[src/rtl/aes_pkg.sv]
// aes_pkg: shared types and sizing for the AES SPI front end.
//   state_t      - front-end FSM states
//   READOUT_W    - cyphertext readout width (bits)
//   frame_width  - shift-frame width for a given key length: key + one block
package aes_pkg;

    typedef enum logic [2:0] {
        IDLE,
        SHIFT_IN,
        RUN,
        READY,
        SHIFT_OUT
    } state_t;

    localparam int READOUT_W = 128;

    function automatic int frame_width(input int k);
        return k + READOUT_W;
    endfunction

endpackage

[src/rtl/aes_sync_edge.sv]
// aes_sync_edge: two-flop synchronizer for one asynchronous input, plus
// single-cycle rise/fall pulses derived in the clk domain.
//   clk   - system clock
//   rst_n - asynchronous active-low reset (clears all flops)
//   din   - asynchronous input
//   level - synchronized level
//   rise  - one-cycle pulse on a synchronized 0->1 transition
//   fall  - one-cycle pulse on a synchronized 1->0 transition
module aes_sync_edge (
    input  logic clk,
    input  logic rst_n,
    input  logic din,
    output logic level,
    output logic rise,
    output logic fall
);

    logic meta;
    logic sync;
    logic prev;

    // meta/sync form the synchronizer; prev holds the last synchronized
    // value so edges can be seen without touching the metastable stage
    always_ff @(posedge clk or negedge rst_n) begin
        if (!rst_n) begin
            meta <= 1'b0;
            sync <= 1'b0;
            prev <= 1'b0;
        end else begin
            meta <= din;
            sync <= meta;
            prev <= sync;
        end
    end

    assign level = sync;
    assign rise  = sync & ~prev;
    assign fall  = ~sync & prev;

endmodule

[src/rtl/aes_spi.sv]
// aes_spi: SPI-style serial front end for an external AES core.
// A host shifts {key, plaintext} in MSB first on sck rises while load is high.
// Dropping load starts the core; its cyphertext is then shifted out MSB first
// on sck falls.
//   clk, reset      - system clock, asynchronous active-low reset
//   sck, sdi, load  - host serial clock, data in and frame strobe (async)
//   sdo             - serial cyphertext out
//   done            - cyphertext ready for readout
//   core_ce         - load/enable to the core (high = hold core in load)
//   key, plaintext  - operands to the core
//   core_done       - core completion flag
//   cyphertext      - core result
//   frame_err       - bad frame length (only with AES_SPI_FRAME_CHECK_EN)
// Optional feature macro: AES_SPI_FRAME_CHECK_EN enables the frame-length check.
module aes_spi
    import aes_pkg::*;
#(
    parameter int K = 128
) (
    input  logic           clk,
    input  logic           reset,
    input  logic           sck,
    input  logic           sdi,
    output logic           sdo,
    input  logic           load,
    output logic           done,
    output logic           core_ce,
    output logic [K-1:0]   key,
    output logic [127:0]   plaintext,
    input  logic           core_done,
    input  logic [127:0]   cyphertext
`ifdef AES_SPI_FRAME_CHECK_EN
    ,
    output logic           frame_err
`endif
);

    localparam int F  = frame_width(K);
    localparam int CW = $clog2(F + 1);

    state_t         state;
    logic [F-1:0]   frame;
    logic [CW-1:0]  cnt;

    logic sck_lvl, sck_rise, sck_fall;
    logic sdi_lvl, sdi_rise, sdi_fall;
    logic load_lvl, load_rise, load_fall;

    aes_sync_edge u_sck (
        .clk   (clk),
        .rst_n (reset),
        .din   (sck),
        .level (sck_lvl),
        .rise  (sck_rise),
        .fall  (sck_fall)
    );

    aes_sync_edge u_sdi (
        .clk   (clk),
        .rst_n (reset),
        .din   (sdi),
        .level (sdi_lvl),
        .rise  (sdi_rise),
        .fall  (sdi_fall)
    );

    aes_sync_edge u_load (
        .clk   (clk),
        .rst_n (reset),
        .din   (load),
        .level (load_lvl),
        .rise  (load_rise),
        .fall  (load_fall)
    );

    // Synchronizer outputs this block has no use for
    logic unused_sync;
    assign unused_sync = &{1'b0, sck_lvl, sdi_rise, sdi_fall, load_lvl};

    // Front-end FSM. Load edges are decoded first so that an sck edge landing
    // in the same cycle is dropped. cnt counts received bits in SHIFT_IN
    // (saturating at F) and readout falls in READY/SHIFT_OUT.
    always_ff @(posedge clk or negedge reset) begin
        if (!reset) begin
            state     <= IDLE;
            frame     <= '0;
            cnt       <= '0;
            done      <= 1'b0;
            core_ce   <= 1'b1;
`ifdef AES_SPI_FRAME_CHECK_EN
            frame_err <= 1'b0;
`endif
        end else if (load_rise) begin
            state     <= SHIFT_IN;
            cnt       <= '0;
            done      <= 1'b0;
            core_ce   <= 1'b1;
`ifdef AES_SPI_FRAME_CHECK_EN
            frame_err <= 1'b0;
`endif
        end else if (load_fall) begin
            if (state == SHIFT_IN) begin
`ifdef AES_SPI_FRAME_CHECK_EN
                if (cnt != CW'(F)) begin
                    state     <= IDLE;
                    frame_err <= 1'b1;
                end else begin
                    state   <= RUN;
                    core_ce <= 1'b0;
                end
`else
                state   <= RUN;
                core_ce <= 1'b0;
`endif
            end
        end else begin
            case (state)
                SHIFT_IN: begin
                    if (sck_rise) begin
                        frame <= {frame[F-2:0], sdi_lvl};
                        if (cnt != CW'(F)) begin
                            cnt <= cnt + 1'b1;
                        end
                    end
                end
                RUN: begin
                    if (core_done) begin
                        frame[F-1 -: READOUT_W] <= cyphertext;
                        state <= READY;
                        done  <= 1'b1;
                        cnt   <= '0;
                    end
                end
                READY, SHIFT_OUT: begin
                    if (sck_fall) begin
                        frame <= {frame[F-2:0], 1'b0};
                        cnt   <= cnt + 1'b1;
                        if (cnt == CW'(READOUT_W - 1)) begin
                            state <= IDLE;
                            done  <= 1'b0;
                        end else begin
                            state <= SHIFT_OUT;
                        end
                    end
                end
                default: begin
                end
            endcase
        end
    end

    assign sdo       = (state == READY || state == SHIFT_OUT) ? frame[F-1] : 1'b0;
    assign key       = frame[F-1 -: K];
    assign plaintext = frame[READOUT_W-1:0];

endmodule

[config.mk]
export PLATFORM = sky130hd
export DESIGN_NAME = aes_spi
export DESIGN_NICKNAME = d
export VERILOG_FILES = /design/src/rtl/aes_pkg.sv /design/src/rtl/aes_sync_edge.sv /design/src/rtl/aes_spi.sv
export SDC_FILE = /design/constraint.sdc
export NUM_CORES = 1
export LEC_CHECK = 0
export ABC_AREA = 0
export CAP_MARGIN = 20
export CORE_ASPECT_RATIO = 2
export CORE_UTILIZATION = 47
export CTS_CLUSTER_SIZE = 8
export DETAILED_ROUTE_END_ITERATION = 12
export PLACE_DENSITY = 0.79
export SLEW_MARGIN = 25
export SYNTH_ARGS = -nofsm -noshare
export SYNTH_HDL_FRONTEND = slang
export SYNTH_SLANG_ARGS = --single-unit
[constraint.sdc]
create_clock -name clk -period 2.75 [get_ports clk]
set_clock_uncertainty 0.2 [all_clocks]
set_input_delay 0.4125 -clock clk [delete_from_list [all_inputs] [get_ports clk]]
set_output_delay 0.4125 -clock clk [all_outputs]
set_load 0.01 [all_outputs]
==> impl_results.md <==
- Total GRT Usage: a little under a quarter
- Netlist cell types: 54
- Detailed placement HPWL: ~23000 um
- Dpl cell area: ~0.017 mm^2
- Core outline area: between 0.02 and 0.03 mm^2
- Cell area after layout: ~0.018 mm^2
- Initial Util: between 40 and 50%
- Most common cell in the netlist: dfrtp_1
- EDFF count, synth: 0
- Gpl congestion: 0.8622
- Avg Synthesized Cell Area: between 15 and 20 um^2
- Required @ worst endpoint: ~2.9 ns
- Sink Count: between 200 and 300
- Vias in the first global route: 9092
- First-pass GRT wire length: ~50000 um
- Drt total wl: 32190 um
- CTS tree: done
- Syn Nets: 952
- Top cells by area, synth: dfrtp_1 (54%), mux2_2 (14%), mux2_4 (14%), mux2_1 (8.7%), buf_6 (1.5%)
- Worst Setup Start Kind: flip-flop
- Ys Warns: 0
- Routed via count: 8423
- MaxCap Viol Count: 0
- #FFs+latches synth: about 280
- Worst min path class: in -> reg
- Share of cells above drive strength 1: 29.97%
- Max VDD drop: about 0.56 mV
- Inserted Clock Buffers: 40
- Area leader, netlist: dfrtp_1
- Max reg flops: approximately 260
- Most flop-heavy register: frame
- H-tree Lvls: 2
- Clock Path Buffers: 3
- Grt ovf: 0
- Mapped Area: ~0.013 mm^2
- Sequential fraction of the synthesis area: a little over half
- RSZ-0062 raised after global routing: false
- Largest net degree at the start of global routing: 79
- Clk Latency, worst-skew pair: around 0.52 ns
- Syn-to-layout area delta: 42.46%
- Die width: 119.1 um
- Pwr Total: ~16000 uW
- Final layout net count: 1374
- Fill cell count: 1942
- Largest registers: frame (256), cnt (9), state (3)
- Avg Vias per Cell: ~5.3
- Rows: 85
- Initial antenna violation count: 2
- Antenna-violating nets left: 0
- Initial DRC count: around 300
- Setup TNS Final: 0 ns
- # port buffers: roughly 390
- Final worst path period share: ~96%
- Least-Margin Pin Slew: 0.8670 ns
- Cells after synthesis: around 800
- DRC viols: 0
- Leak Pwr: ~0.0085 uW
- R2R setup slack: between 0.1 and 0.15 ns
- Ys flop type: dfrtp_1
- Clock Tree Root: clkbuf_16
- Final hold viol count: 0
- Die area: roughly 0.028 mm^2
- Max_slew headroom: a little over two fifths
- Per-cell routed wire length: 20.14 um
- Setup crit end kind: flip-flop
- Top cells by count, synth: dfrtp_1 (277), mux2_2 (166), mux2_4 (119), mux2_1 (100), buf_6 (17)
- Slew Viols, Final: 0
- Share of the synthesized area in the top cell type: about 54%
- Die H: ~240 um
- I/O pin total: roughly 390
- WP data arrival: 2.83 ns
- Async S/R FF share, synth: 100.0%
- DRT Pass-1 Iters: 4
- Clock transition at the registers of the reported paths: roughly 0.05 ns
- Min Clock Period, post-route: ~2.6 ns
- Highest Clock Rate: around 0.38 GHz
- Outcome: finished, final reports clean
- Final setup viols: 0
- Setup CP Type: reg -> reg
- CP max FO: 32
- Pwr dens: about 890 mW/mm^2
-- path summary, 6_finish.rpt --
check	from	end	cells after the start
min	sdi	u_sdi.meta	1
max in group asynchronous	reset	frame[197]	3
max	state[1]	frame[210]	6
min in group asynchronous	reset	frame[37]	2
min reg2reg	u_load.meta	u_load.level	0
max reg2reg	state[1]	frame[210]	6
-- placed cells by master, fill, tap and decap left out, types with 2 or more instances in the layout --
| master | n |
|---|---|
| clkdlybuf4s50_1 | 390 |
| dfrtp_1 | 277 |
| mux2_2 | 166 |
| mux2_4 | 119 |
| mux2_1 | 100 |
| clkbuf_16 | 40 |
| buf_4 | 24 |
| inv_1 | 15 |
| clkbuf_1 | 10 |
| buf_12 | 10 |
| a21oi_1 | 6 |
| nor2_1 | 6 |
| and3_1 | 5 |
| o2111ai_1 | 5 |
| a22oi_1 | 5 |
| nand2b_1 | 4 |
| nor3_1 | 4 |
| ha_1 | 4 |
| o32ai_1 | 3 |
| a31oi_1 | 3 |
| o21ai_0 | 3 |
| clkinv_8 | 3 |
| diode_2 | 2 |
| nand3b_1 | 2 |
| and2_1 | 2 |
| or3b_2 | 2 |
| mux2i_1 | 2 |
| or4_1 | 2 |
| nand2_1 | 2 |
| o31a_1 | 2 |
-- metrics by stage --
| step | instances | utilization [%] | setup WS, ns | hold slack (ns) |
|---|---|---|---|---|
| final | 1598 | 68.27 | 0.1025 | 0.1274 |
| after global routing | 1598 | 68.27 | 0.001130 | 0.1183 |
| after CTS | 1596 | 68.22 | 0.002032 | 0.1083 |
| after detailed placement | 1538 | 63.98 | 0.1172 | 0.1371 |
| after global placement | 1538 | 63.98 | 0.1777 | 0.1331 |
| after floorplan | 814 | - | 0.4106 | -0.08309 |
-- layout make-up --
type | instances | area (um^2) | area share (%)
Antenna cell | 2 | 5.005 | 0.02724
Inverter | 15 | 56.30 | 0.3065
Tap cell | 348 | 435.4 | 2.370
Clock inverter | 3 | 48.80 | 0.2656
Sequential cell | 278 | 6958 | 37.88
Clock buffer | 51 | 1052 | 5.728
Timing Repair Buffer | 428 | 4349 | 23.68
Multi-Input combinational cell | 473 | 5465 | 29.75
-- report_power, final --
group          total, uW  switching (uW)  internal (uW)
Clock               4380            1730           2650
Combinational       6210            2480           3720
Sequential          5720             704           5010
Total              16300            4910          11400
-- critical path: stages (launching register included) --
cell and delay [ns]:
dfrtp_1 0.41, or4bb_1 0.59, o22a_1 0.29, a21boi_4 0.20
buf_12 0.21, buf_16 0.22, mux2_1 0.36
-- cell families (layout without fill, tap and decap cells) --
logic type | count (synthesis) | count (layout) | share of synthesized area, %
AOI/OAI and AO/OA | 41 | 41 | 2.533
adders and majority gates | 4 | 4 | 0.3881
buffers and inverters | 63 | 497 | 3.881
DFF | 278 | 278 | 53.96
muxes | 387 | 387 | 37.24
other | 0 | 2 | 0
and+or+nand+nor | 41 | 41 | 1.999
-- per-layer routing --
| layer | vias to the layer above | global-route usage [%] | share of wire, % |
|---|---|---|---|
| li1 | 3792 | - | - |
| met1 | 4265 | 24.16 | 35 |
| met2 | 285 | 42.74 | 56 |
| met3 | 81 | 3.965 | 5.0 |
| met4 | 0 | 10.70 | 4.2 |
| met5 | - | 0 | 0 |
-- timing repair --
item / CTS / global route
hold buffers: 1 / 0
setup buffers: 3 / 0
endpoints found under the setup margin: 1 / 3
gates resized for setup: 2 / 2
pin swaps: 1 / 1
endpoints found under the hold margin: 60 / 0
Power figures use the tool's default switching activity.
